[src/rtl/kyber_pkg.sv]
// Shared constants and types for the q = 3329 NTT datapath.
// Latency: none (declarations only).
// Backpressure: none (declarations only).
package kyber_pkg;
    localparam int Q             = 3329;
    localparam int BARRETT_M     = 5039;
    localparam int BARRETT_SHIFT = 24;
    localparam int COEFF_W       = 12;
    localparam int N             = 8;

    typedef logic [COEFF_W-1:0] coeff_t;

    typedef enum logic [1:0] {
        IDLE,
        RUN,
        DRAIN
    } state_t;
endpackage

[src/rtl/mod_mult_q.sv]
// Modular multiplier mod q: registered 24-bit product, then Barrett reduction.
// Latency: product registered one cycle after issue; the reduced value is
//          presented combinationally from that register and captured by the consumer.
// Backpressure: none; one operand pair is accepted every cycle.
module mod_mult_q
    import kyber_pkg::*;
#(
    parameter int IDX_W = 3
) (
    input  logic             clk,
    input  logic             r,
    input  logic             in_vld,
    input  logic [IDX_W-1:0] in_idx,
    input  coeff_t           in_a,
    input  coeff_t           in_b,
    output logic             out_vld,
    output logic [IDX_W-1:0] out_idx,
    output coeff_t           out_res
);
    logic [23:0]      p_d, p_q;
    logic             vld_d, vld_q;
    logic [IDX_W-1:0] idx_d, idx_q;
    logic [36:0]      pm;
    logic [12:0]      t;
    logic [24:0]      tq;
    logic [24:0]      rr;
    logic [24:0]      red;

    // Stage 1: full product plus the lane sideband that travels with it.
    always_comb begin
        p_d   = 24'(in_a) * 24'(in_b);
        vld_d = in_vld;
        idx_d = in_idx;
    end

    // Stage-1 pipeline register.
    always_ff @(posedge clk or negedge r) begin
        if (!r) begin
            p_q   <= '0;
            vld_q <= 1'b0;
            idx_q <= '0;
        end else begin
            p_q   <= p_d;
            vld_q <= vld_d;
            idx_q <= idx_d;
        end
    end

    // Stage 2: Barrett estimate leaves rr < 2q for any 24-bit p, so one
    // conditional subtract is enough even for operands >= q.
    always_comb begin
        pm      = 37'(p_q) * 37'(BARRETT_M);
        t       = 13'(pm >> BARRETT_SHIFT);
        tq      = 25'(t) * 25'(Q);
        rr      = 25'(p_q) - tq;
        red     = (rr >= 25'(Q)) ? (rr - 25'(Q)) : rr;
        out_res = coeff_t'(red);
        out_vld = vld_q;
        out_idx = idx_q;
    end
endmodule

[src/rtl/pointwise_mul_ntt.sv]
// Lane-wise a[i]*b[i] mod 3329 over N lanes through one shared multiplier.
// Latency: 9 cycles from acceptance to valid_out; one vector per 10 cycles.
// Backpressure: busy high while a vector is in flight; valid_in ignored then.
// Optional feature: PWM_RANGE_CHK_EN adds range_err (operand >= q at acceptance).
module pointwise_mul_ntt
    import kyber_pkg::*;
#(
    parameter int N       = kyber_pkg::N,
    parameter int COEFF_W = kyber_pkg::COEFF_W
) (
    input  logic               clk,
    input  logic               r,
    input  logic [COEFF_W-1:0] a_coeffs   [N-1:0],
    input  logic [COEFF_W-1:0] b_coeffs   [N-1:0],
    input  logic               valid_in,
    output logic               busy,
    output logic               valid_out,
    output logic [COEFF_W-1:0] coeffs_out [N-1:0]
`ifdef PWM_RANGE_CHK_EN
    ,
    output logic               range_err
`endif
);
    localparam int CW = $clog2(N);

    state_t             state_d, state_q;
    logic [CW-1:0]      cnt_d, cnt_q;
    logic [COEFF_W-1:0] a_d [N-1:0];
    logic [COEFF_W-1:0] a_q [N-1:0];
    logic [COEFF_W-1:0] b_d [N-1:0];
    logic [COEFF_W-1:0] b_q [N-1:0];
    logic [COEFF_W-1:0] res_d [N-1:0];
    logic [COEFF_W-1:0] res_q [N-1:0];
    logic [COEFF_W-1:0] out_d [N-1:0];
    logic [COEFF_W-1:0] out_q [N-1:0];
    logic               vout_d, vout_q;

    logic               mm_in_vld;
    logic               mm_vld;
    logic [CW-1:0]      mm_idx;
    coeff_t             mm_res;

`ifdef PWM_RANGE_CHK_EN
    logic               range_err_d, range_err_q;
    logic               range_hit;

    // Any incoming operand outside [0, q) flags the vector.
    always_comb begin
        range_hit = 1'b0;
        for (int i = 0; i < N; i++) begin
            if (a_coeffs[i] >= COEFF_W'(Q) || b_coeffs[i] >= COEFF_W'(Q)) begin
                range_hit = 1'b1;
            end
        end
    end
`endif

    assign mm_in_vld = (state_q == RUN);

    mod_mult_q #(
        .IDX_W (CW)
    ) u_mm (
        .clk     (clk),
        .r       (r),
        .in_vld  (mm_in_vld),
        .in_idx  (cnt_q),
        .in_a    (a_q[cnt_q]),
        .in_b    (b_q[cnt_q]),
        .out_vld (mm_vld),
        .out_idx (mm_idx),
        .out_res (mm_res)
    );

    // FSM next state, operand latching, result capture and output bundle load.
    always_comb begin
        state_d = state_q;
        cnt_d   = cnt_q;
        a_d     = a_q;
        b_d     = b_q;
        res_d   = res_q;
        out_d   = out_q;
        vout_d  = 1'b0;
`ifdef PWM_RANGE_CHK_EN
        range_err_d = range_err_q;
`endif
        if (mm_vld) begin
            res_d[mm_idx] = mm_res;
        end
        case (state_q)
            IDLE: begin
                if (valid_in) begin
                    state_d = RUN;
                    cnt_d   = '0;
                    a_d     = a_coeffs;
                    b_d     = b_coeffs;
`ifdef PWM_RANGE_CHK_EN
                    range_err_d = range_hit;
`endif
                end
            end
            RUN: begin
                if (cnt_q == CW'(N - 1)) begin
                    state_d = DRAIN;
                    cnt_d   = '0;
                end else begin
                    cnt_d = CW'(cnt_q + 1'b1);
                end
            end
            DRAIN: begin
                // res_d already carries the last lane, which bypasses res_buf.
                if (mm_vld && mm_idx == CW'(N - 1)) begin
                    state_d = IDLE;
                    out_d   = res_d;
                    vout_d  = 1'b1;
                end
            end
            default: state_d = IDLE;
        endcase
    end

    // State, datapath and output registers; reset drops any partial vector.
    always_ff @(posedge clk or negedge r) begin
        if (!r) begin
            state_q <= IDLE;
            cnt_q   <= '0;
            vout_q  <= 1'b0;
            for (int i = 0; i < N; i++) begin
                a_q[i]   <= '0;
                b_q[i]   <= '0;
                res_q[i] <= '0;
                out_q[i] <= '0;
            end
`ifdef PWM_RANGE_CHK_EN
            range_err_q <= 1'b0;
`endif
        end else begin
            state_q <= state_d;
            cnt_q   <= cnt_d;
            vout_q  <= vout_d;
            a_q     <= a_d;
            b_q     <= b_d;
            res_q   <= res_d;
            out_q   <= out_d;
`ifdef PWM_RANGE_CHK_EN
            range_err_q <= range_err_d;
`endif
        end
    end

    assign busy       = (state_q != IDLE);
    assign valid_out  = vout_q;
    assign coeffs_out = out_q;
`ifdef PWM_RANGE_CHK_EN
    assign range_err  = range_err_q;
`endif
endmodule

[config.mk]
export PLATFORM = sky130hd
export DESIGN_NAME = pointwise_mul_ntt
export DESIGN_NICKNAME = d
export VERILOG_FILES = /design/src/rtl/kyber_pkg.sv /design/src/rtl/mod_mult_q.sv /design/src/rtl/pointwise_mul_ntt.sv
export SDC_FILE = /design/constraint.sdc
export NUM_CORES = 1
export LEC_CHECK = 0
export CAP_MARGIN = 0
export CORE_MARGIN = 8
export CORE_UTILIZATION = 35
export DETAILED_ROUTE_END_ITERATION = 7
export PLACE_DENSITY_LB_ADDON = 0.3
export SLEW_MARGIN = 0
export SYNTH_ARGS = -nofsm -noshare
export SYNTH_HDL_FRONTEND = slang
export SYNTH_SLANG_ARGS = --single-unit
[constraint.sdc]
create_clock -name clk -period 12.1 [get_ports clk]
set_input_delay 2.42 -clock clk [delete_from_list [all_inputs] [get_ports clk]]
set_output_delay 2.42 -clock clk [all_outputs]
set_load 0.03 [all_outputs]
Yosys cells after proc, flatten, opt, wreduce, memory -nomap -nowiden
Index checks and enable logic that the tools add are counted.
{ "totals": {"output_inout_bits": 98, "in_bits": 195, "word_cells": 82, "ff_bits": 418} }
{ "classes": {"n_eq_ne": 7, "n_reduce_logical": 9, "magnitude_cmp": 4, "mul": 3, "n_addsub": 3, "mux": 18} }
{ "ops": {"columns": ["op", "n"], "rows": [
  ["bitwise mux 96 bit", 1],
  ["2-to-1 mux 96 bit", 1],
  ["binary-select mux 12 bit (select 3 bit)", 2],
  ["2-to-1 mux 12 bit", 4],
  ["multiplier 24 x 13 -> 37 bit (second input constant)", 1],
  ["demux 12 bit (select 3 bit)", 1],
  ["greater-or-equal comparator 25 x 12 -> 1 bit (second input constant)", 1],
  ["multiplier 13 x 12 -> 25 bit (second input constant)", 1],
  ["subtractor 24 x 25 -> 25 bit", 1],
  ["multiplier 12 x 12 -> 24 bit", 1],
  ["subtractor 12 bit (second input constant)", 1],
  ["less-than comparator 3 x 4 -> 1 bit (second input constant)", 2],
  ["== test 3 bit (second input constant)", 2],
  ["2-to-1 mux 2 bit", 3],
  ["2-to-1 mux 3 bit", 2],
  ["!= test 2 bit (second input constant)", 3],
  ["case mux 2 bit (3 select lines)", 1],
  ["case mux 3 bit (2 select lines)", 1],
  ["AND reduction 2 bit", 3],
  ["nonzero test 2 bit", 2],
  ["adder 3 x 1 -> 3 bit (second input constant)", 1],
  ["greater-or-equal comparator 3 x 1 -> 1 bit (second input constant)", 1],
  ["AND reduction 3 bit", 1],
  ["== test 2 x 1 -> 1 bit (second input constant)", 1],
  ["4 further kinds", 6]
]} }

Depth between registers and ports, before layout
{ "logic_depth": {"depth_word": 7, "mapped_depth": 44, "ltp_nobuf": 41} }

Hierarchy
A second synthesis with hierarchy kept.
{ "hier_totals": {"cells_unflattened": 2383, "hier_area_um2": 29295.6} }
{ "by_module_without_submodules": {"columns": ["module", "cells_each", "area_each_um2", "seq_area_each_um2", "instances"], "rows": [
  ["pointwise_mul_ntt", 904, 15477.3, 9459.1, 1],
  ["mod_mult_q", 1479, 13818.3, 700.7, 1]
]} }

Worst setup path before layout
No wires, ideal clock.
{ "synth_path": {"path_type": "reg-to-reg", "start": "register u_mm.p_q[21]", "end": "register out_q, in the netlist coeffs_out[85]", "setup_time_ns": 0.140, "path_slack_ns": 1.729, "synth_period_minus_slack_ns": 10.371, "required_time_ns": 11.960, "path_stages_with_launch": 40, "n_path_buf": 0, "t_arrival_ns": 10.232, "path_cell_list": "dfrtp_1 -> inv_1 -> fa_1 -> fa_1 -> inv_1 -> fa_1 -> fa_1 -> inv_1 -> fa_1 -> inv_1 -> ha_1 -> and3_1 -> a221oi_1 -> o21ai_0 -> o31a_1 -> o21a_1 -> o21a_1 -> o21a_1 -> [4 not listed] -> ha_1 -> inv_1 -> fa_1 -> inv_1 -> fa_1 -> inv_1 -> ha_1 -> a21o_1 -> a21o_1 -> a221o_1 -> a21o_1 -> a311oi_1 -> mux2i_1 -> nand4_1 -> or3_4 -> a21oi_4 -> mux2i_1 -> o21ai_1"} }
{ "synth_between": {"elab_chain_cells": 7, "elab_cells_between_ends": 8, "cone_classes": "2 x add/sub; 2 x mul; 1 x order compare; 3 x mux"} }
{ "synth_lines": {"columns": ["element", "line", "source"], "rows": [
  ["from (decl)", "mod_mult_q.sv:20", "logic [23:0] p_d, p_q;"],
  ["from (signal assigned)", "mod_mult_q.sv:43", "p_q <= p_d;"],
  ["multiplier 24 x 13 -> 37 bit", "mod_mult_q.sv:52", "pm = 37'(p_q) * 37'(BARRETT_M);"],
  ["multiplier 13 x 12 -> 25 bit", "mod_mult_q.sv:54", "tq = 25'(t) * 25'(Q);"],
  ["subtractor 24 x 25 -> 25 bit (*)", "mod_mult_q.sv:55", "rr = 25'(p_q) - tq;"],
  ["greater-or-equal comparator 25 x 12 -> 1 bit or subtractor 12 bit (tied branches)", "mod_mult_q.sv:56", "red = (rr >= 25'(Q)) ? (rr - 25'(Q)) : rr;"],
  ["2-to-1 mux 12 bit (*)", "mod_mult_q.sv:56", null],
  ["bitwise mux 96 bit (*)", "pointwise_mul_ntt.sv:87", "res_d[mm_idx] = mm_res;"],
  ["2-to-1 mux 96 bit (*)", "pointwise_mul_ntt.sv:86", "if (mm_vld) begin"],
  ["to (signal assigned)", "pointwise_mul_ntt.sv:143", "out_q <= out_d;"],
  ["to (decl)", "pointwise_mul_ntt.sv:35", "logic [COEFF_W-1:0] out_q [N-1:0];"]
]} }
Every way passes the cells marked *; elsewhere a longest branch is shown, timed or not.
A chain may end at the register's enable or synchronous reset.

==> impl_summary.md <==
Timing
The number of endpoints with negative hold slack in the final report was 0. Setup violations remaining at the end of the flow were counted as 0. The portion of the clock cycle consumed by the worst path in the final layout is 95.0%. Setup repair after global routing left no endpoint under its margin. The worst pin sits at a relative slew slack of 20.9%. For the finished layout, the period the worst path requires is 11.49 ns. The fmax is 87.0 MHz.

The slew at the pin closest to its max-slew limit is 1.18 ns. Hold timing on the final database bottoms out at a slack of 0.466 ns. Clock skew on the completed layout was measured at 0.0175 ns. The max-slew violation count is 0.

For the final routed database, the setup TNS stands at 0 ns.

Synth
For this run, the number of Yosys warnings is 0. The portion of synthesized cell area occupied by the leading cell type is 33.6%. The post-synthesis sequential area ratio is 33.6%. The most used flip-flop cell after synthesis is dfrtp_1. The post-synthesis cell type with the largest combined area is dfrtp_1. The register bit total from synthesis is 406. The net count after synthesis is 3954. The average instance in the mapped netlist occupies 9.35 µm². The number of library cell types mapped by synthesis is 71. The async set-or-reset flop fraction in the synthesized netlist is 100%.

Counting flops with a built-in enable in the synthesized netlist gives 0. The count of mapped cells out of synthesis is 3232. After synthesis the cells add up to 30200 µm².

By area the synthesized netlist is led by dfrtp_1, fa_1, ha_1.

Placement
The total of buffers placed on input and output ports is 292. The post-DP HPWL is 61500 µm. The congestion estimate from routability-driven global placement came to 0.843.

The number of cells after detailed placement is 4542.

Worst setup path
The largest single stage delay on the critical path is 0.69 ns. The highest-delay cell along the critical path is a211oi_2. The worst setup path is captured at a flip-flop. In this run the worst path has a maximum fanout of 8. The path type of the worst setup path is reg -> reg.

STA classifies the critical path startpoint as a flip-flop. The data arrival time at the worst-slack endpoint is 11.92 ns. The most numerous cell type found on the critical path is inv_1. Data on the critical path is required at its endpoint by 12.53 ns.

GRT
The maximum number of pins on one net before global-route repair is 165. The number of global-route vias before repair was 23398. The met2 routing resource usage after global routing is 27.7%. In this run the most used layer during global routing was met2. The global-route wire length before repair is 129000 µm. For this run, global-route usage on met1 was measured as 21.9%. Summed over all layers, the global routing overflow is 0. The initial antenna violation count is 3.

The total global routing track utilization is 16.7%. Global routing used 4.49% of the available met3 tracks.

Floorplan
The initial utilization of the core area, before any placement, comes to 35.4%. The area of the core is 85400 µm². The x dimension of the die is 310 µm.

Measured along the y axis, the die boundary spans 310 µm. The total die area is 96000 µm². The number of top-level pins is 293. The site row count is 107.

Drt
The number of remaining DRC errors is 0. After detailed routing, the number of vias per cell comes to 4.82. The post-detailed-route count of antenna-violating nets is 0.

Dividing the detail-routed wire length by the instance count gives 17.3 µm. Summing over every cut layer, the via total after detailed routing is 22286. For this block, the initial DRC count from the detailed router was 1402. The iteration count of the initial detailed-routing pass is 5. The final wirelength is 80100 µm.

Clock tree
The tree is rooted in a clkbuf_16. CTS built an H-tree with a depth of 2. The clock passes through at most 3 buffers. The clock edge transition at the registers on the reported setup and hold paths is 0.06 ns. The count of buffers added by post-CTS timing repair for setup is 0. The clock sink count is 406. TritonCTS built the clock tree. The clock reaches the later pin of the worst-skew pair after 0.59 ns. Buffers inserted during clock tree synthesis total 46.

Job
The max-capacitance violation count is 0.

Min path
The path category of the worst min-delay check is reg -> reg.

Status
The flow ran to the end, and the final reports show no timing, DRC or antenna violations.

Layout
The share of layout cells above drive strength 1 is 5.49%. The library cells used most frequently in the layout, excluding fill and tap cells, are nand2_1, inv_1, dfrtp_1, clkdlybuf4s50_1, ha_1. The number of nets in the finished design is 4168. The most common cell after layout, fill and taps aside is nand2_1. For this run, the number of standard cells in the final layout without fillers is 4625. The fraction of the core area covered by cells at the end of the flow is 41.9%. The signed area change from the synthesized netlist to the final layout is 18.5%.
## layer usage
layer / up-vias / share of wire (%)
met5: - / 0.034
met1: 10894 / 44
met4: 4 / 2.0
met2: 489 / 47
met3: 87 / 6.7
li1: 10812 / -
## logic make-up (layout without fill, tap and decap cells)
group	after synthesis	in the layout	share of synthesized area, %
simple gates	1258	1258	17.3
buf+inv	550	798	6.88
fa+ha+maj	527	527	28.2
flops	406	406	33.6
compound gates	336	336	7.00
mux	117	117	5.94
xor+xnor	38	38	1.10
other cells	0	1	0
## synth_stat cells (49+ instances only)
| cell | count |
|---|---|
| nand2_1 | 871 |
| dfrtp_1 | 406 |
| inv_1 | 404 |
| ha_1 | 270 |
| fa_1 | 257 |
| nor2_1 | 153 |
| clkbuf_1 | 125 |
| o21ai_0 | 108 |
| a21oi_1 | 69 |
| nor3_1 | 54 |
| mux2i_1 | 49 |
| nand3_1 | 49 |
## registers in the layout, indices dropped and copies added (netlist names)
| signal | cells |
|---|---|
| a_q | 96 |
| b_q | 96 |
| coeffs_out | 96 |
| res_q | 84 |
| u_mm.p_q | 24 |
| cnt_q | 3 |
| u_mm.out_idx | 3 |
| state_q | 2 |
| u_mm.out_vld | 1 |
| valid_out | 1 |
## path summary, 6_finish.rpt
path                       slack [ns]  cells past startpoint              endpoint              startpoint
setup / recovery                 0.61                     39   res_q[82]$_DFF_PN0_  u_mm.p_q[21]$_DFF_PN0_
hold / removal                   0.47                      2   a_q[37]$_DFFE_PN0P_     a_q[37]$_DFFE_PN0P_
setup reg to reg                 0.61                     39   res_q[82]$_DFF_PN0_  u_mm.p_q[21]$_DFF_PN0_
hold reg to reg                  0.47                      2   a_q[37]$_DFFE_PN0P_     a_q[37]$_DFFE_PN0P_
max in group asynchronous        8.58                      2  cnt_q[0]$_DFFE_PN0P_                       r
min in group asynchronous        1.87                      1   b_q[78]$_DFFE_PN0P_                       r
## repair_timing
action,4_1_cts,5_1_grt
endpoints found under the setup margin,0,22
hold buffers,0,0
gates resized for setup,0,1
## cell type report
cell class / count / area, µm²
Fill cell: 8553 / 49600
Timing Repair Buffer: 311 / 3100
Clock inverter: 29 / 383
Clock buffer: 53 / 1220
Multi-Input combinational cell: 2276 / 18000
Inverter: 405 / 1520
Sequential cell: 406 / 10200
Antenna cell: 1 / 2.50
Tap cell: 1144 / 1430
## worst max-delay path: cells and delay by family (launching register included)
family	cells	cell delay, ns
adders and majority gates	11	5.02
AOI/OAI and AO/OA	14	3.88
and+or+nand+nor	4	1.05
buffers and inverters	9	0.73
DFF	1	0.43
muxes	1	0.25
## stage by stage
step	cell area [µm²]	setup WS [ns]
CTS	35800	0.606
detailed placement	34200	0.639
floorplan	30200	1.73
global route	35800	0.00978
finish	35800	0.607
global placement	34200	0.902
Power is not shown: default switching activity piles up to over one toggle a cycle in this logic, so the estimate is an artifact.
